===== src/rtl/ps2_rx.sv =====
// PS/2 device-to-host receiver: synchronises and deglitches the PS/2 lines, deserialises
// 11-bit frames and emits scan-code bytes with parity/framing/timeout error strobes.
module ps2_rx #(
  parameter int SYNC_STAGES    = 2,
  parameter int FILTER_LEN     = 4,
  parameter int TIMEOUT_CYCLES = 5000
) (
  input  logic       clk,
  input  logic       i_rst_n,
  input  logic       i_ps2_clk,
  input  logic       i_ps2_data,
  output logic [7:0] o_byte,
  output logic       o_byte_en,
  output logic       o_parity_err,
  output logic       o_frame_err
);

  localparam int FCW = (FILTER_LEN > 1) ? $clog2(FILTER_LEN) : 1;
  localparam logic [FCW-1:0] FILT_MAX = FCW'(FILTER_LEN - 1);
  localparam int TW = $clog2(TIMEOUT_CYCLES + 1);
  localparam logic [TW-1:0] TMO_MAX = TW'(TIMEOUT_CYCLES);
  localparam logic [3:0] STOP_IDX = 4'd9;

  typedef enum logic {
    IDLE = 1'b0,
    RECV = 1'b1
  } state_t;

  function automatic logic odd_parity_ok(input logic [7:0] data, input logic par);
    return ^{data, par};
  endfunction

  logic [SYNC_STAGES-1:0] clk_sync_r;
  logic [SYNC_STAGES-1:0] data_sync_r;
  logic                   clk_s;
  logic                   data_s;

  logic [FCW-1:0]         filt_cnt_r;
  logic                   fclk_r;
  logic                   fclk_d_r;
  logic                   fall_s;

  state_t                 state_r;
  state_t                 state_nxt;
  logic [3:0]             bitcnt_r;
  logic [8:0]             shift_r;
  logic [TW-1:0]          tcnt_r;
  logic                   timeout_s;

  logic [7:0]             byte_nxt;
  logic                   byte_en_nxt;
  logic                   parity_err_nxt;
  logic                   frame_err_nxt;

  // Input synchronisers for both asynchronous PS/2 lines
  always_ff @(posedge clk or negedge i_rst_n) begin
    if (!i_rst_n) begin
      clk_sync_r  <= {SYNC_STAGES{1'b1}};
      data_sync_r <= {SYNC_STAGES{1'b1}};
    end else begin
      clk_sync_r  <= {clk_sync_r[SYNC_STAGES-2:0], i_ps2_clk};
      data_sync_r <= {data_sync_r[SYNC_STAGES-2:0], i_ps2_data};
    end
  end

  assign clk_s  = clk_sync_r[SYNC_STAGES-1];
  assign data_s = data_sync_r[SYNC_STAGES-1];

  // Clock deglitch filter: fclk follows clk_s only after FILTER_LEN agreeing samples
  always_ff @(posedge clk or negedge i_rst_n) begin
    if (!i_rst_n) begin
      fclk_r     <= 1'b1;
      fclk_d_r   <= 1'b1;
      filt_cnt_r <= {FCW{1'b0}};
    end else begin
      fclk_d_r <= fclk_r;
      if (clk_s != fclk_r) begin
        if (filt_cnt_r == FILT_MAX) begin
          fclk_r     <= clk_s;
          filt_cnt_r <= {FCW{1'b0}};
        end else begin
          filt_cnt_r <= filt_cnt_r + FCW'(1);
        end
      end else begin
        filt_cnt_r <= {FCW{1'b0}};
      end
    end
  end

  assign fall_s    = fclk_d_r & ~fclk_r;
  assign timeout_s = (state_r == RECV) && (tcnt_r == TMO_MAX);

  // FSM state register
  always_ff @(posedge clk or negedge i_rst_n) begin
    if (!i_rst_n) begin
      state_r <= IDLE;
    end else begin
      state_r <= state_nxt;
    end
  end

  // FSM next-state logic; a fall takes priority over an expiring timeout
  always_comb begin
    state_nxt = state_r;
    case (state_r)
      IDLE: begin
        if (fall_s && !data_s) begin
          state_nxt = RECV;
        end else begin
          state_nxt = IDLE;
        end
      end
      RECV: begin
        if (fall_s) begin
          if (bitcnt_r == STOP_IDX) begin
            state_nxt = IDLE;
          end else begin
            state_nxt = RECV;
          end
        end else if (timeout_s) begin
          state_nxt = IDLE;
        end else begin
          state_nxt = RECV;
        end
      end
      default: state_nxt = IDLE;
    endcase
  end

  // Bit counter, shift register and inter-edge timeout counter
  always_ff @(posedge clk or negedge i_rst_n) begin
    if (!i_rst_n) begin
      bitcnt_r <= 4'd0;
      shift_r  <= 9'd0;
      tcnt_r   <= {TW{1'b0}};
    end else begin
      case (state_r)
        IDLE: begin
          bitcnt_r <= 4'd0;
          tcnt_r   <= {TW{1'b0}};
        end
        RECV: begin
          if (fall_s) begin
            tcnt_r <= {TW{1'b0}};
            if (bitcnt_r == STOP_IDX) begin
              bitcnt_r <= 4'd0;
            end else begin
              bitcnt_r <= bitcnt_r + 4'd1;
              shift_r  <= {data_s, shift_r[8:1]};
            end
          end else if (timeout_s) begin
            bitcnt_r <= 4'd0;
            tcnt_r   <= {TW{1'b0}};
          end else begin
            tcnt_r <= tcnt_r + TW'(1);
          end
        end
        default: begin
          bitcnt_r <= 4'd0;
          tcnt_r   <= {TW{1'b0}};
        end
      endcase
    end
  end

  // FSM output logic: frame evaluation on the stop-bit fall, or timeout abort
  always_comb begin
    byte_nxt       = o_byte;
    byte_en_nxt    = 1'b0;
    parity_err_nxt = 1'b0;
    frame_err_nxt  = 1'b0;
    case (state_r)
      RECV: begin
        if (fall_s && (bitcnt_r == STOP_IDX)) begin
          if (!data_s) begin
            frame_err_nxt = 1'b1;
          end else if (odd_parity_ok(shift_r[7:0], shift_r[8])) begin
            byte_nxt    = shift_r[7:0];
            byte_en_nxt = 1'b1;
          end else begin
            parity_err_nxt = 1'b1;
          end
        end else if (!fall_s && timeout_s) begin
          frame_err_nxt = 1'b1;
        end else begin
          byte_en_nxt = 1'b0;
        end
      end
      IDLE:    byte_en_nxt = 1'b0;
      default: byte_en_nxt = 1'b0;
    endcase
  end

  // Registered outputs
  always_ff @(posedge clk or negedge i_rst_n) begin
    if (!i_rst_n) begin
      o_byte       <= 8'h00;
      o_byte_en    <= 1'b0;
      o_parity_err <= 1'b0;
      o_frame_err  <= 1'b0;
    end else begin
      o_byte       <= byte_nxt;
      o_byte_en    <= byte_en_nxt;
      o_parity_err <= parity_err_nxt;
      o_frame_err  <= frame_err_nxt;
    end
  end

endmodule


===== config.mk =====
export PLATFORM = sky130hd
export DESIGN_NAME = ps2_rx
export DESIGN_NICKNAME = d
export VERILOG_FILES = /design/src/rtl/ps2_rx.sv
export SDC_FILE = /design/constraint.sdc
export NUM_CORES = 1
export LEC_CHECK = 0
export CAP_MARGIN = 20
export CORE_ASPECT_RATIO = 1.4
export CORE_UTILIZATION = 30
export DETAILED_ROUTE_END_ITERATION = 8
export PLACE_DENSITY = 0.57
export SLEW_MARGIN = 20
export SYNTH_ARGS = -nofsm -noshare
export SYNTH_HDL_FRONTEND = slang
export SYNTH_SLANG_ARGS = --single-unit

===== constraint.sdc =====
create_clock -name clk -period 3.26 [get_ports clk]
set_clock_uncertainty 0.1 [all_clocks]
set_input_delay 0.652 -clock clk [delete_from_list [all_inputs] [get_ports clk]]
set_output_delay 0.652 -clock clk [all_outputs]
set_load 0.01 [all_outputs]

==> results of run 1 <==
## metrics by stage
step                worst slack, ps  utilization (%)  total power [mW]  instances  hold slack, ps
floorplan                      1330                -              1.38        164             245
global placement               1120             35.0              1.48        246             247
detailed placement             1070             35.0              1.49        246             247
CTS                            1050             36.3              1.84        254             260
global route                    910             36.4              1.93        254             265
finish                         1090             36.4              1.80        254             241
## layout by cell type, fill, tap and decap left out, types with 4 or more instances in the layout
| master | count |
|---|---|
| sky130_fd_sc_hd__clkdlybuf4s50_1 | 13 |
| sky130_fd_sc_hd__o21ai_0 | 7 |
| sky130_fd_sc_hd__xnor2_1 | 14 |
| sky130_fd_sc_hd__nor2_1 | 14 |
| sky130_fd_sc_hd__nand2_1 | 6 |
| sky130_fd_sc_hd__nand3_1 | 9 |
| sky130_fd_sc_hd__inv_1 | 7 |
| sky130_fd_sc_hd__mux2_2 | 16 |
| sky130_fd_sc_hd__nor3_1 | 4 |
| sky130_fd_sc_hd__dfstp_2 | 6 |
| sky130_fd_sc_hd__dfrtp_1 | 40 |
| sky130_fd_sc_hd__clkbuf_8 | 5 |
| sky130_fd_sc_hd__ha_1 | 5 |
| sky130_fd_sc_hd__xor2_1 | 5 |
## final cells by class
type / count / area (um^2)
fill: 620 / 4030
sequential: 46 / 1160
multi-input combinational: 107 / 806
timing repair buffer: 14 / 138
tap: 72 / 90.1
clock buffer: 6 / 72.6
inverter: 7 / 26.3
clock inverter: 2 / 13.8
## worst max-delay path, cell delays in order (launching register included)
cell	delay, ps
sky130_fd_sc_hd__dfrtp_1	420
sky130_fd_sc_hd__or4_1	520
sky130_fd_sc_hd__nor4_2	340
sky130_fd_sc_hd__or2_1	510
sky130_fd_sc_hd__mux2i_1	140
## final timing paths
kind | startpoint | to | slack, ps | depth (start not counted)
setup / recovery | tcnt_r[4] | bitcnt_r[0] | 1090 | 4
hold / removal | i_rst_n | tcnt_r[8] | 240 | 1
setup reg to reg | tcnt_r[4] | bitcnt_r[0] | 1090 | 4
hold reg to reg | clk_sync_r[0] | clk_sync_r[1] | 260 | 0
max in group asynchronous | i_rst_n | o_byte[1] | 2410 | 1
min in group clk | clk_sync_r[0] | clk_sync_r[1] | 260 | 0
## synth_stat cells, types with 2 or more instances
cell type                 instances  area (um^2)
sky130_fd_sc_hd__a21oi_1          2         10.0
sky130_fd_sc_hd__and2_1           2         12.5
sky130_fd_sc_hd__and3_1           3         18.8
sky130_fd_sc_hd__buf_2            2         10.0
sky130_fd_sc_hd__dfrtp_1         40         1000
sky130_fd_sc_hd__dfstp_2          6          158
sky130_fd_sc_hd__ha_1             5         62.6
sky130_fd_sc_hd__inv_1            7         26.3
sky130_fd_sc_hd__mux2_2          16          180
sky130_fd_sc_hd__nand2_1          6         22.5
sky130_fd_sc_hd__nand3_1          9         45.0
sky130_fd_sc_hd__nor2_1          14         52.6
sky130_fd_sc_hd__nor2b_1          3         18.8
sky130_fd_sc_hd__nor3_1           4         20.0
sky130_fd_sc_hd__o21ai_0          7         35.0
sky130_fd_sc_hd__or3_1            2         12.5
sky130_fd_sc_hd__xnor2_1         14          123
sky130_fd_sc_hd__xor2_1           5         43.8
## where the power goes
group	internal, mW	leakage, nW	total, mW	switching, mW
combinational	0.315	0.375	0.644	0.329
sequential	0.697	0.600	0.819	0.122
clock	0.151	0.0452	0.341	0.189
total	1.16	1.02	1.80	0.640
## kinds of logic after synthesis
logic type | after synthesis | share of synthesized area, %
AOI/OAI and AO/OA | 13 | 3.79
and+or+nand+nor | 52 | 14.2
xor gates and xnor gates | 20 | 9.45
buffers and inverters | 11 | 2.36
DFF | 46 | 57.6
adders and majority gates | 5 | 3.11
muxes | 17 | 9.45
## sequential cells by signal, summed over array words and instances, names as in the netlist, 2 cells and up
signal	count
bitcnt_r	4
tcnt_r	13
data_sync_r	2
clk_sync_r	2
filt_cnt_r	2
o_byte	8
shift_r	9
## routing by layer
metal / share of wire, % / wire length, um / vias up
met4: 2.8 / 95 / 0
met2: 51 / 1710 / 17
li1: - / - / 590
met1: 43 / 1450 / 633
met3: 2.7 / 90 / 9
met5: 0 / 0 / -
==> metrics list, run 1 <==
- For the worst setup path, the data required time is roughly 3300 ps.
* Ys async rst share: 100%
* Global-route track usage on met2: 18.5%
* Overall die area: 7040 um^2
- Post-synthesis sequential area ratio: a little under three fifths
* Initial detailed-routing violation count: 46
- The pre-antenna-repair detailed-routing pass consisted of 3 iterations.
* Max-slew headroom: ~61%
* Tmin final: 2170 ps
* Fin Setup TNS: 0 ps
* Worst skew pair latency: slightly below 300 ps
- The synthesized netlist contains 35 unique library cells.
- Top-level port count: 15
- After synthesis, the mean cell area works out to roughly 12 um^2.
- Worst setup path class: reg -> reg
- Cell Area, Placed: around 2200 um^2
- Synthesized instance count: 164
- Placed wire-length estimate: between 2000 and 2500 um
* Total clock sinks: 46
- Crit-path max FO: 15
- Horizontal die dimension: 71.2 um
- Nets in the synthesized netlist: 173
- The net count of the finished layout is 190.
- Row generation in the floorplan step produced 34 rows.
* Critical path capture point type: flip-flop
- The mapped netlist covers a little over 2000 um^2.
- WL per Instance: about 13 um
- GP Congestion: ~0.78
* DRC violation count after routing: 0
* Pin count of the biggest net entering global routing: 47
* Inserted Clock Buffers: 5
- During synthesis, Yosys emitted a total of 0 warnings.
- Number of antenna violations at the first check in global routing: 0
* Clock Pin Slew Worst Setup and Hold Paths: around 90 ps
- Count of endpoints failing hold in the final timing report: 0
- Number of port buffers: 14
* Starting utilization of the core area: 31.7%
* Number of synthesized flops with an enable pin: 0
- After routing the design area is between 2000 and 2500 um^2.
- The tool flagged a number of max-cap violations equal to 0.
- Met1 Usage GRT: between 10% and 20%
- Area Growth Syn to Fin: 14.6%
- Hold-fix buffers, CTS: 0
* Power density over the cells: 783 nW/um^2
* Leak Pwr: between 1 and 1.5 nW
* Post-CTS Resized: 0
- Data arrives at the worst endpoint at around 2200 ps.
- Of the cells placed in the final design, the portion with a size suffix greater than 1 is 18.7%.
- The total overflow left after global routing is 0.
* Number of pins exceeding their max-slew limit in the final report: 0
* Number of register bits inferred by synthesis: 46
- Post-CTS timing repair inserted 0 buffers for setup.
- Summed over all layers, the routed wires come to 3340 um.
- STA classifies the critical path startpoint as a flip-flop.
- Count of endpoints failing setup in the final report: 0
- The tree is rooted in a sky130_fd_sc_hd__clkbuf_8.
- Pin slew with the least headroom to its limit: between 500 and 600 ps
- Via/cell ratio: slightly below 5
- Layer with the highest usage: met2
* Total Routing Usage GR: between 10% and 20%
- In the global route stage, met3 resource usage came out at ~2.2%.
- The worst hold path belongs to the class in -> async.
* Largest buffer count on any clock path: 2
- Main flop type after synthesis: sky130_fd_sc_hd__dfrtp_1
- Unrepaired setup endpoints after global routing: false
- Number of global-route vias before repair: around 1,300
* Post-DRT Antenna Nets: 0
* Achievable Freq: 0.460 GHz
- Core area: 6340 um^2
* Routed vias: roughly 1,200
* Max IR drop VDD: around 600 uV
- Antenna diodes: 0
- Run status: completed
* TritonCTS clock tree: built
- Ratio of final minimum period to clock period: 66.6%
- The first global-routing pass estimated about 6000 um of wire.
- Chip Height: ~99 um
- CTS built an H-tree with a depth of 2.
(Power assumes the default switching activity.)
==> run 2, diff against run 1 <==
clock period = 2.2 ns   (was 3.26 ns; I/O delays follow)
==> run 2 against run 1 <==
  * Worst setup slack worse by 930 ps
  * Highest routed layer unchanged
  * Sequential cell count stayed put
  * Hold slack better by 10 ps
  * Final cell count is 2.0% higher
  * Sequential power is 48% higher
  * Critical path depth is 1 higher
  * Critical endpoint is now o_byte[5]
  * Die area stayed put
  * Count of clock-buffer cells in the layout is 1 lower
  * Largest power group unchanged
  * Maximum frequency is 6.2% higher
  * Non-clock buffer count is 5 higher
  * Global-route usage is 0.093 points higher
==> metrics list, run 2 (synthesis gave the netlist of run 1 again) <==
- Run status: completed
* Nets@finish: 195 (+2.6%)
- Worst setup slack before clock tree synthesis: 148 ps (-925 ps)
- The total grt overflow came to 0 (unchanged).
- The count of fill cells added during filler insertion was 620 (unchanged).
- The DRC violation total after the first TritonRoute iteration was 55 (+20%).
- The minimum period implied by the final worst setup slack is 2040 ps (-128 ps).
- The maximum VDD drop came to 658 uV (+10%).
* Overall die area: 7040 um^2 (unchanged)
* Achievable Freq: 0.489 GHz (+6.2%)
- Routed signal wires occupy layers up through met4.
- The worst register-to-register path begins at shift_r[1].
- Core area: 6340 um^2 (unchanged)
- For this design, the slowest cell found on the critical path is sky130_fd_sc_hd__xnor3_2.
* Chain of cells forming the critical path: xnor2_1, xnor2_1, xnor3_2, nor2_8, mux2_2
- Cell row count: 34 (unchanged)
- Number of port buffers: 14 (unchanged)
* Pin count of the biggest net entering global routing: 18 (-62%)
- Count of endpoints failing hold in the final timing report: 0 (unchanged)
- Post-route non-filler standard cell count: 259 (+2.0%)
- Count of endpoints failing setup in the final report: 0 (unchanged)
- The peak per-stage delay on the critical path came to 450 ps (-70 ps).
- The post-cts repair resize count was 0 (unchanged).
- Leak Pwr: 1.06 nW (+3.5%)
- Hold Crit Class: reg -> reg
- The overall track demand over capacity in global routing is 11.1% (+0.093 points).
- Largest buffer count on any clock path: 2 (unchanged)
- WL per Instance: 12.8 um (-2.6%)
- The post-layout worst setup margin is 155 ps (-932 ps).
- The number of global-route vias before repair was 1,274 (-4.6%).
- Number of search-and-repair iterations in the first detailed-routing pass: 4 (+1)
- The insertion delay to the later sink of the worst-skew pair is 300 ps (about the same).
* Max-slew headroom: 75.1% (+14 points)
* Number of antenna violations at the first check in global routing: 0 (unchanged)
- In the final layout, the registers with the most flip-flops are tcnt_r: 13 flops, shift_r: 9 flops, o_byte: 8 flops.
- The number of instances in the placed design is 250 (+1.6%).
- Antenna diodes: 0 (unchanged)
* Met2 WL: 1640 um (-4.2%)
- TritonCTS built the clock tree.
- The required time at the endpoint of the critical path is 2280 ps (-1040 ps).
- STA classifies the critical path endpoint as a flip-flop.
- The number of nets still failing antenna checks after routing was 0 (unchanged).
* Startpoint class of the critical path: flip-flop
* Sum of buffers and inverters on the critical path: 0 (unchanged)
* Length of routed wiring on met1: 1500 um (+3.7%)
- The width of the die is 71.2 um (unchanged).
* Seq. cell area: 1160 um^2 (unchanged)
* Met3 wire length: 107 um (+19%)
* Power density over the cells: 1190 nW/um^2 (+53%)
- Cell Area, Placed: 2250 um^2 (+1.4%)
* Overall power: 2.82 mW (+57%)
- Worst setup path class: reg -> reg
- The startpoint identified for the worst hold timing path is data_sync_r[0].
- GP Congestion: 0.708 (-9.7%)
- Number of flip-flops in the largest register: 13 (unchanged)
- Crit-path max FO: 8 (-7)
* Routed wire length: 3320 um (-0.72%)
* Final design area excluding fillers: 2360 um^2 (+2.6%)
* Register ranked first by flip-flop count: tcnt_r
- DRC violation count after routing: 0 (unchanged)
* Top-level port count: 15 (unchanged)
* Unrepaired setup endpoints after global routing: false
- The CTS buffer count was 5 (unchanged).
- Worst Path Arrival: 2130 ps (-100 ps)
- Area Growth Syn to Fin: 17.5%
* Top library cells by usage in the layout, fill and taps aside: 40 x sky130_fd_sc_hd__dfrtp_1, 16 x sky130_fd_sc_hd__mux2_2, 14 x sky130_fd_sc_hd__xnor2_1, 14 x sky130_fd_sc_hd__nor2_1, 13 x sky130_fd_sc_hd__clkdlybuf4s50_1
- The count of vias placed by the detailed router came to 1,208 (-3.3%).
- The vertical extent of the die came to 98.9 um (unchanged).
- Total clock sinks: 46 (unchanged)
- The combined area of the multi-input logic cells was 806 um^2 (unchanged).
- The count of pins over their slew limit came to 0 (unchanged).
- Top delay family on crit path: XOR/XNOR gates
- In this design, the critical path's most frequently occurring cell is sky130_fd_sc_hd__xnor2_1.
* Placed wire-length estimate: 2370 um (+5.9%)
- The count of max-cap constraint violations is 0 (unchanged).
- Wire length of the first global-routing pass: 5940 um (-0.70%)
* Clock root buffer: sky130_fd_sc_hd__clkbuf_8
- The clock transition time at the flip-flop clock pins of the worst setup and hold paths was 80 ps (about the same).
- The number of levels in the clock H-tree was 2 (unchanged).
- The portion of the clock cycle consumed by the worst path in the final layout came to 93.0% (+26 points).
- The final total negative setup slack is 0 ps (unchanged).
- The routed via count divided by cell count came to 4.66 (-5.1%).
- The effective utilization at floorplan is 31.7% (unchanged).
- Most common cell after layout, fill and taps aside: sky130_fd_sc_hd__dfrtp_1
- The slew at the pin with the worst max-slew slack was 370 ps (-211 ps).
* Fraction of final layout cells with drive strength greater than 1: 20.9% (+2.2 points)
* Worst setup path startpoint: shift_r[1]
==> run 2: cell count changes in the layout (fill, tap and decap cells not counted) <==
cell and delta:
sky130_fd_sc_hd__buf_2 +1, sky130_fd_sc_hd__clkinv_4 -1, sky130_fd_sc_hd__dlygate4sd3_1 +1, sky130_fd_sc_hd__buf_4 +3
sky130_fd_sc_hd__clkinv_2 +1, sky130_fd_sc_hd__bufinv_16 +1, sky130_fd_sc_hd__clkbuf_1 -1
==> run 2: what timing repair did <==
action / CTS / global route
setup buffers: 0 / 0
hold buffers: 1 / 0
endpoints found under the hold margin: 12 / 0
==> run 2: layout make-up <==
cell class / instances / area share (%)
Clock inverter: 3 / 1.69
Tap cell: 72 / 3.81
Timing Repair Buffer: 19 / 7.41
Inverter: 7 / 1.11
Clock buffer: 5 / 2.91
Multi-Input combinational cell: 107 / 34.1
Sequential cell: 46 / 49.0
==> run 2: final timing paths <==
kind | endpoint | slack (ps) | depth (start not counted)
worst max-delay path | o_byte[5] | 160 | 5
worst max register to register | o_byte[5] | 160 | 5
worst min register to register | data_sync_r[1] | 250 | 0
worst min-delay path | data_sync_r[1] | 250 | 0
max in group asynchronous | fclk_r | 910 | 3
min in group asynchronous | o_frame_err | 480 | 2
==> run 2: power by group <==
group / leakage [nW] / switching, mW / total [mW] / internal (mW)
Clock: 0.0579 / 0.283 / 0.618 / 0.334
Combinational: 0.398 / 0.493 / 0.995 / 0.502
Sequential: 0.600 / 0.178 / 1.21 / 1.03
==> run 2: metal layers <==
metal  vias up  global-route usage, %
met4         0                   5.54
met3         6                   3.17
li1        599                      -
met2        14                   18.6
met1       589                   12.8
met5         -                      0
==> run 2: through the flow <==
stage	utilization, %	hold slack (ps)
floorplan	-	44.4
global placement	35.4	247
detailed placement	35.4	248
CTS	37.3	258
global route	37.3	260
finish	37.3	251
